File: src/rtl/uart_baudgen_if.sv
`default_nettype none
// ============================================================================
// Module   : uart_baudgen_if
// Desc     : Divider/control inputs and timing strobes of uart_baudgen.
// Revision : 1.0 - initial release
// ============================================================================
interface uart_baudgen_if #(
    parameter int DIV_BITS  = 10,
    parameter int FRAC_BITS = 4
);
    logic                 i_en;
    logic [DIV_BITS-1:0]  i_div;
    logic [FRAC_BITS-1:0] i_frac;
    logic                 i_rxsync;
    logic                 o_rxtick;
    logic                 o_txpulse;
    logic                 o_rxpulse;
    logic                 o_rxmid;

    modport master (
        output i_en, i_div, i_frac, i_rxsync,
        input  o_rxtick, o_txpulse, o_rxpulse, o_rxmid
    );

    modport slave (
        input  i_en, i_div, i_frac, i_rxsync,
        output o_rxtick, o_txpulse, o_rxpulse, o_rxmid
    );
endinterface
`default_nettype wire

File: src/rtl/uart_baudgen.sv
`default_nettype none
// ============================================================================
// Module   : uart_baudgen
// Desc     : Independent TX/RX oversampling timebases with RX start-edge
//            re-alignment and a three-sample vote window. Defining
//            UART_BAUDGEN_FRAC_EN compiles in the fractional divider.
// Revision : 1.0 - initial release
// ============================================================================
module uart_baudgen #(
    parameter int DIV_BITS  = 10,
    parameter int FRAC_BITS = 4,
    parameter int OS_LOG2   = 4
) (
    input  logic          i_clk,
    input  logic          i_rst,
    uart_baudgen_if.slave bus
);
    localparam int                 c_PW       = DIV_BITS + 1;
    localparam int                 c_OSR      = 1 << OS_LOG2;
    localparam int                 c_TX       = 0;
    localparam int                 c_RX       = 1;
    localparam logic [OS_LOG2-1:0] c_SUB_LAST = OS_LOG2'(c_OSR - 1);
    localparam logic [OS_LOG2-1:0] c_WIN_LO   = OS_LOG2'(c_OSR / 2 - 3);
    localparam logic [OS_LOG2-1:0] c_WIN_HI   = OS_LOG2'(c_OSR / 2 - 1);

    logic [DIV_BITS-1:0]      r_div;
    logic [1:0][c_PW-1:0]     r_presc;
    logic [1:0][OS_LOG2-1:0]  r_sub;
    logic [1:0]               w_s;
    logic [1:0]               w_clr;
    logic [1:0]               w_tick;
    logic                     w_halt;
    logic                     w_chg;
    logic                     w_frac_chg;
    logic                     r_txpulse;
    logic                     r_rxtick;
    logic                     r_rxpulse;
    logic                     r_rxmid;

`ifdef UART_BAUDGEN_FRAC_EN
    logic [FRAC_BITS-1:0]      r_frac;
    logic [1:0][FRAC_BITS-1:0] r_acc;
    logic [1:0]                r_s;
    logic [1:0][FRAC_BITS:0]   w_sum;

    always_comb begin
        w_frac_chg = (bus.i_frac != r_frac);
        for (int i = 0; i < 2; i++) begin
            w_sum[i] = {1'b0, r_acc[i]} + {1'b0, r_frac};
        end
    end

    assign w_s = r_s;

    // Carry of each accumulation stretches the following tick period by one cycle.
    always_ff @(posedge i_clk or posedge i_rst) begin
        if (i_rst) begin
            r_frac <= '0;
            r_acc  <= '0;
            r_s    <= '0;
        end else begin
            r_frac <= bus.i_frac;
            for (int i = 0; i < 2; i++) begin
                if (w_clr[i]) begin
                    r_acc[i] <= '0;
                    r_s[i]   <= 1'b0;
                end else if (w_tick[i]) begin
                    r_acc[i] <= w_sum[i][FRAC_BITS-1:0];
                    r_s[i]   <= w_sum[i][FRAC_BITS];
                end
            end
        end
    end
`else
    logic [FRAC_BITS-1:0] w_unused_frac;

    assign w_frac_chg    = 1'b0;
    assign w_s           = '0;
    assign w_unused_frac = bus.i_frac;
`endif

    // Compare at DIV_BITS+1 bits so a maximal divider plus carry cannot wrap.
    always_comb begin
        w_halt = !bus.i_en || (r_div == '0);
        w_chg  = (bus.i_div != r_div) || w_frac_chg;
        for (int i = 0; i < 2; i++) begin
            w_clr[i]  = w_halt || w_chg;
            w_tick[i] = (r_presc[i] == ({1'b0, r_div} + c_PW'(w_s[i])));
        end
        w_clr[c_RX] = w_clr[c_RX] || bus.i_rxsync;
    end

    always_ff @(posedge i_clk or posedge i_rst) begin
        if (i_rst) begin
            r_div     <= '0;
            r_presc   <= '0;
            r_sub     <= '0;
            r_txpulse <= 1'b0;
            r_rxtick  <= 1'b0;
            r_rxpulse <= 1'b0;
            r_rxmid   <= 1'b0;
        end else begin
            r_div <= bus.i_div;
            for (int i = 0; i < 2; i++) begin
                if (w_clr[i]) begin
                    r_presc[i] <= '0;
                    r_sub[i]   <= '0;
                end else if (w_tick[i]) begin
                    r_presc[i] <= '0;
                    r_sub[i]   <= r_sub[i] + OS_LOG2'(1);
                end else begin
                    r_presc[i] <= r_presc[i] + c_PW'(1);
                end
            end
            // A clear (including rxsync) swallows a coincident tick entirely.
            r_txpulse <= !w_clr[c_TX] && w_tick[c_TX] && (r_sub[c_TX] == c_SUB_LAST);
            r_rxtick  <= !w_clr[c_RX] && w_tick[c_RX];
            r_rxpulse <= !w_clr[c_RX] && w_tick[c_RX] &&
                         (r_sub[c_RX] >= c_WIN_LO) && (r_sub[c_RX] <= c_WIN_HI);
            r_rxmid   <= !w_clr[c_RX] && w_tick[c_RX] && (r_sub[c_RX] == c_WIN_HI);
        end
    end

    assign bus.o_txpulse = r_txpulse;
    assign bus.o_rxtick  = r_rxtick;
    assign bus.o_rxpulse = r_rxpulse;
    assign bus.o_rxmid   = r_rxmid;

endmodule
`default_nettype wire

File: src/flat_wrapper.sv
// flat-port wrapper written by rule: the top's interface ports become plain ports
module uart_baudgen_flat 
#(
    parameter int DIV_BITS  = 10,
    parameter int FRAC_BITS = 4,
    parameter int OS_LOG2   = 4
)
  (i_clk, i_rst, bus_i_en, bus_i_div, bus_i_frac, bus_i_rxsync, bus_o_rxtick, bus_o_txpulse, bus_o_rxpulse, bus_o_rxmid);
  uart_baudgen_if #(.DIV_BITS(DIV_BITS), .FRAC_BITS(FRAC_BITS)) bus_i ();
  input  logic i_clk;
  input  logic i_rst;
  input wire logic [$bits(bus_i.i_en)-1:0] bus_i_en;
  input wire logic [$bits(bus_i.i_div)-1:0] bus_i_div;
  input wire logic [$bits(bus_i.i_frac)-1:0] bus_i_frac;
  input wire logic [$bits(bus_i.i_rxsync)-1:0] bus_i_rxsync;
  output wire logic [$bits(bus_i.o_rxtick)-1:0] bus_o_rxtick;
  output wire logic [$bits(bus_i.o_txpulse)-1:0] bus_o_txpulse;
  output wire logic [$bits(bus_i.o_rxpulse)-1:0] bus_o_rxpulse;
  output wire logic [$bits(bus_i.o_rxmid)-1:0] bus_o_rxmid;
  assign bus_i.i_en = bus_i_en;
  assign bus_i.i_div = bus_i_div;
  assign bus_i.i_frac = bus_i_frac;
  assign bus_i.i_rxsync = bus_i_rxsync;
  assign bus_o_rxtick = bus_i.o_rxtick;
  assign bus_o_txpulse = bus_i.o_txpulse;
  assign bus_o_rxpulse = bus_i.o_rxpulse;
  assign bus_o_rxmid = bus_i.o_rxmid;
  uart_baudgen #(.DIV_BITS(DIV_BITS), .FRAC_BITS(FRAC_BITS), .OS_LOG2(OS_LOG2)) u_core (.i_clk(i_clk), .i_rst(i_rst), .bus(bus_i));
endmodule
File: config.mk
export PLATFORM = sky130hd
export DESIGN_NAME = uart_baudgen_flat
export DESIGN_NICKNAME = d
export VERILOG_FILES = /design/src/rtl/uart_baudgen_if.sv /design/src/rtl/uart_baudgen.sv /design/src/flat_wrapper.sv
export SDC_FILE = /design/constraint.sdc
export NUM_CORES = 1
export LEC_CHECK = 0
export CAP_MARGIN = 5
export CORE_AREA = 2 2 64 79
export CTS_CLUSTER_DIAMETER = 100
export DETAILED_ROUTE_END_ITERATION = 10
export DIE_AREA = 0 0 66 81
export PLACE_DENSITY = 0.76
export SLEW_MARGIN = 20
export SYNTH_ARGS = -nofsm -noshare
export SYNTH_HDL_FRONTEND = slang
export SYNTH_SLANG_ARGS = --single-unit
File: constraint.sdc
create_clock -name i_clk -period 1.64 [get_ports i_clk]
set_input_delay 0.41 -clock i_clk [delete_from_list [all_inputs] [get_ports i_clk]]
set_output_delay 0.41 -clock i_clk [all_outputs]
set_load 0.05 [all_outputs]
==> flow_summary_export.csv, run 1 <==
group,metric,value,unit
logic_synthesis,synth_edf_count,0,
pwr,p_switching,0.000452,W
logic_synthesis,synthMuxAreaShare,0.00450,
logic_synthesis,synth_top_area_share,0.495,
logic_synthesis,avgSynthCellArea,10.6,um^2
route,first_pass_iters,4,
clock_network,numCtsBuffers,5,
die,die_w,66,um
worst_setup_path,worst-path-buf-inv,3,
logic_synthesis,synthArstFlopShare,1.00,
layout,final_util,0.642,
clock_network,clk_pin_slew,0.08,ns
die,io_pins,22,
logic_synthesis,synth_compound_area_frac,0.0214,
die,start_util,0.473,
route,finalWirelength,4960,um
layout,fin_nets,288,
worst_setup_path,critPathMaxFanout,5,
die,placementRows,28,
route,viasPerCell,5.29,
status,violations,"setup timing",
timing,relSlewSlack,0.805,
run,maxCapViolCount,0,
worst_setup_path,critPathArrivalTime,1.96,ns
logic_synthesis,synth.area.top_cells,"dfrtp_1 (50%), xor2_1 (15%), xnor2_1 (5.1%), nor2_1 (3.5%), ha_1 (3.4%)",
clock_network,worst_skew_pair.late_latency,0.29,ns
logic_synthesis,syn_area,2220,um^2
pwr,max-vdd-ir-drop,0.462,mV
logic_synthesis,yosys.area_share.simple,0.216,
pwr,pwr-share-clk,0.356,
timing,post-route-period-util,1.06,
timing,rsz0062_at_grt,"true",
global_route,grt_overflow,0,
pwr,p_seq_frac,0.566,
timing,finalHoldViolCount,0,
logic_synthesis,synthTopCellsByCount,"dfrtp_1 (44), xor2_1 (37), nor2_1 (21)",
clock_network,cts.sinks,44,
logic_synthesis,synthXorXnorAreaFrac,0.197,
global_route,grt_pass1_wl,8150,um
die,core_area,4690,um^2
pwr,comb_power_share,0.079,
placement,globalplace.congestion,0.784,
timing,max_freq,0.576,GHz
route,wl_per_cell,15.3,um
clock_network,cts_tree,"built",
pwr,leakagePower,1.28,nW
logic_synthesis,synthCells,209,
global_route,grt_max_degree,39,
timing,maxSlewViolCount,0,
worst_setup_path,path_delay_family,"buffers and inverters",
route,drtAntennaViolNets,0,
logic_synthesis,yosysMostFrequentCell,"dfrtp_1",
status,status,"finished with violations",
worst_setup_path,crit_chain,"clkdlybuf4s50_1 -> xor2_1 -> nor3_1 -> buf_4 -> nand2_1 -> nand4b_1 -> buf_6 -> nor3_4",
pwr,switching_share,0.229,
placement,port_buffers,17,
logic_synthesis,synth_top_family_by_area,"simple AND/OR/NAND/NOR gates",
timing,finalClockSkew,0.00231,ns
global_route,grt_pass1_vias,1788,
route,drc,0,
worst_setup_path,critPathSlowestCell,"clkdlybuf4s50_1",
worst_setup_path,crit_required,1.86,ns
global_route,grt_antenna_before_repair,0,
global_route,grt.total_usage,0.201,
worst_hold_path,hp-class,"primary input to flop",
worst_setup_path,worstSetupStartpointType,"primary input",
pwr,powerDensity,655,nW/um^2
layout,area_growth,35.7,%
logic_synthesis,seq_area_frac_synth,0.495,
route,vias,1720,
logic_synthesis,yosys_warnings,0,
clock_network,cts_root_buf,"clkbuf_8",
pwr,p_int,0.00152,W
worst_setup_path,crit_type,"primary input to flop",
logic_synthesis,ys_types,29,
route,drt_iter0_markers,94,
logic_synthesis,synth_seq_cells,44,
timing,max_slew.worst_pin.slew,0.291,ns
die,die_area,5350,um^2
layout,diodes,0,
die,die_h,81,um
timing,min_period,1.74,ns
timing,setup_viol,28,
clock_network,cts.hold.buffers_added,0,
logic_synthesis,synth_fa_ha_area_frac,0.0338,
worst_setup_path,max_stage_delay,0.45,ns
timing,worst_slack,-0.0963,ns
logic_synthesis,syn-num-nets,233,
placement,dp_hpwl,3330,um
logic_synthesis,synth_flop_cell,"dfrtp_1",
worst_setup_path,worst_setup_path_end_kind,"flop",
clock_network,cts_max_level,2,
placement,dp_slack,-0.455,ns
clock_network,cts.path.max_buffers,2,
logic_synthesis,synth.largest_area_cell,"dfrtp_1",
layout,drive_above_1_share,0.313,
-- through the flow --
step	TNS, ns	area [um^2]	std cells	total power (W)	hold slack (ns)
5_1_grt	-4.53	3020	325	0.00206	0.267
4_1_cts	-1.85	2900	324	0.00198	0.327
2_1_floorplan	0	2220	209	0.00120	0.441
3_5_place_dp	-12.82	2650	308	0.00128	0.521
6_report	-1.68	3020	325	0.00197	0.272
3_3_place_gp	-11.34	2650	308	0.00127	0.516
-- logic make-up after synthesis --
| group | after synthesis |
|---|---|
| and+or+nand+nor | 84 |
| xor gates and xnor gates | 50 |
| DFF | 44 |
| buffers and inverters | 15 |
| AOI/OAI and AO/OA | 9 |
| adders and majority gates | 6 |
| muxes | 1 |
-- power by group through the flow --
stage          Sequential, W  Clock, W  Combinational [W]
2_1_floorplan        0.00113         0          0.0000622
5_1_grt              0.00112  0.000769           0.000170
6_report             0.00112  0.000702           0.000155
4_1_cts              0.00112  0.000716           0.000151
3_3_place_gp         0.00114         0           0.000136
3_5_place_dp         0.00114         0           0.000138
-- worst reg2reg max path: cells and delay by family, from the launching register on --
family | cells | cell delay (ns)
flip-flops | 1 | 0.40
AND/OR/NAND/NOR | 3 | 0.75
XOR/XNOR | 1 | 0.14
buffers and inverters | 2 | 0.33
-- registers in the layout, indices dropped and copies added (netlist names) --
name / count
u_core.bus.o_txpulse: 1
u_core.r_div: 10
u_core.r_sub: 8
u_core.r_presc: 22
u_core.bus.o_rxtick: 1
u_core.bus.o_rxpulse: 1
u_core.bus.o_rxmid: 1
-- path summary, 6_finish.rpt --
kind,from,to,slack (ns),cells after the start
worst min-delay path,bus_i_div[2],u_core.r_div[2]$_DFF_PP0_,0.27,1
worst min register to register,u_core.r_sub[3]$_DFFE_PP0P_,u_core.bus.o_txpulse$_DFF_PP0_,0.54,2
worst max register to register,u_core.r_div[1]$_DFF_PP0_,u_core.r_presc[13]$_DFF_PP0_,-0.07,6
worst max-delay path,bus_i_div[5],u_core.r_presc[19]$_DFF_PP0_,-0.1,8
min in group asynchronous,i_rst,u_core.r_div[6]$_DFF_PP0_,0.33,2
max in group asynchronous,i_rst,u_core.r_div[9]$_DFF_PP0_,0.84,3
-- repair_timing --
action | 4_1_cts | 5_1_grt
buffers inserted | 6 | 1
pin swaps | 14 | 11
cloned | 2 | 1
gates resized for setup | 26 | 25
endpoints found under the setup margin | 32 | 34
-- area by class of cell --
type | count | area (um^2)
timing repair buffer | 52 | 477
fill | 373 | 1680
inverter | 10 | 37.5
multi-input combinational | 151 | 1230
sequential | 44 | 1100
tap | 60 | 75.1
clock buffer | 8 | 90.1
-- per-layer routing --
| metal | vias to the layer above | track usage | part of all wire |
|---|---|---|---|
| met2 | 33 | 0.367 | 0.54 |
| met1 | 860 | 0.231 | 0.41 |
| li1 | 819 | - | - |
| met4 | 0 | 0.0776 | 0.022 |
| met3 | 8 | 0.0388 | 0.025 |
| met5 | - | 0 | 0 |
-- layout by cell type, fill, tap and decap left out, types with 2 or more instances in the layout --
cell              n
a21oi_1           2
a21oi_2           3
and3_1            3
buf_12            2
buf_4            28
buf_6             8
clkbuf_1          2
clkbuf_8          6
clkdlybuf4s50_1  11
dfrtp_1          43
ha_1              6
inv_1             9
nand2_1           8
nand2b_4          2
nand3_1           9
nand4_1           7
nor2_1           12
nor2_2            6
nor2_4            3
nor3_1            5
nor3_2            3
nor3_4            3
nor4_1            2
nor4_2           11
o21ai_0           2
or3_1             3
xnor2_1          12
xor2_1           35
xor2_2            2
Note: power is estimated with default switching activity, not from simulation.
==> run 2: changes to the inputs <==
--- a/config.mk
+++ b/config.mk
@@ -11,7 +11,6 @@
 export DETAILED_ROUTE_END_ITERATION = 10
 export DIE_AREA = 0 0 66 81
 export PLACE_DENSITY = 0.76
-export SLEW_MARGIN = 20
 export SYNTH_ARGS = -nofsm -noshare
 export SYNTH_HDL_FRONTEND = slang
 export SYNTH_SLANG_ARGS = --single-unit
==> results of run 2 <==
The final DEF is identical to that of run 1; final timing and power are the same.
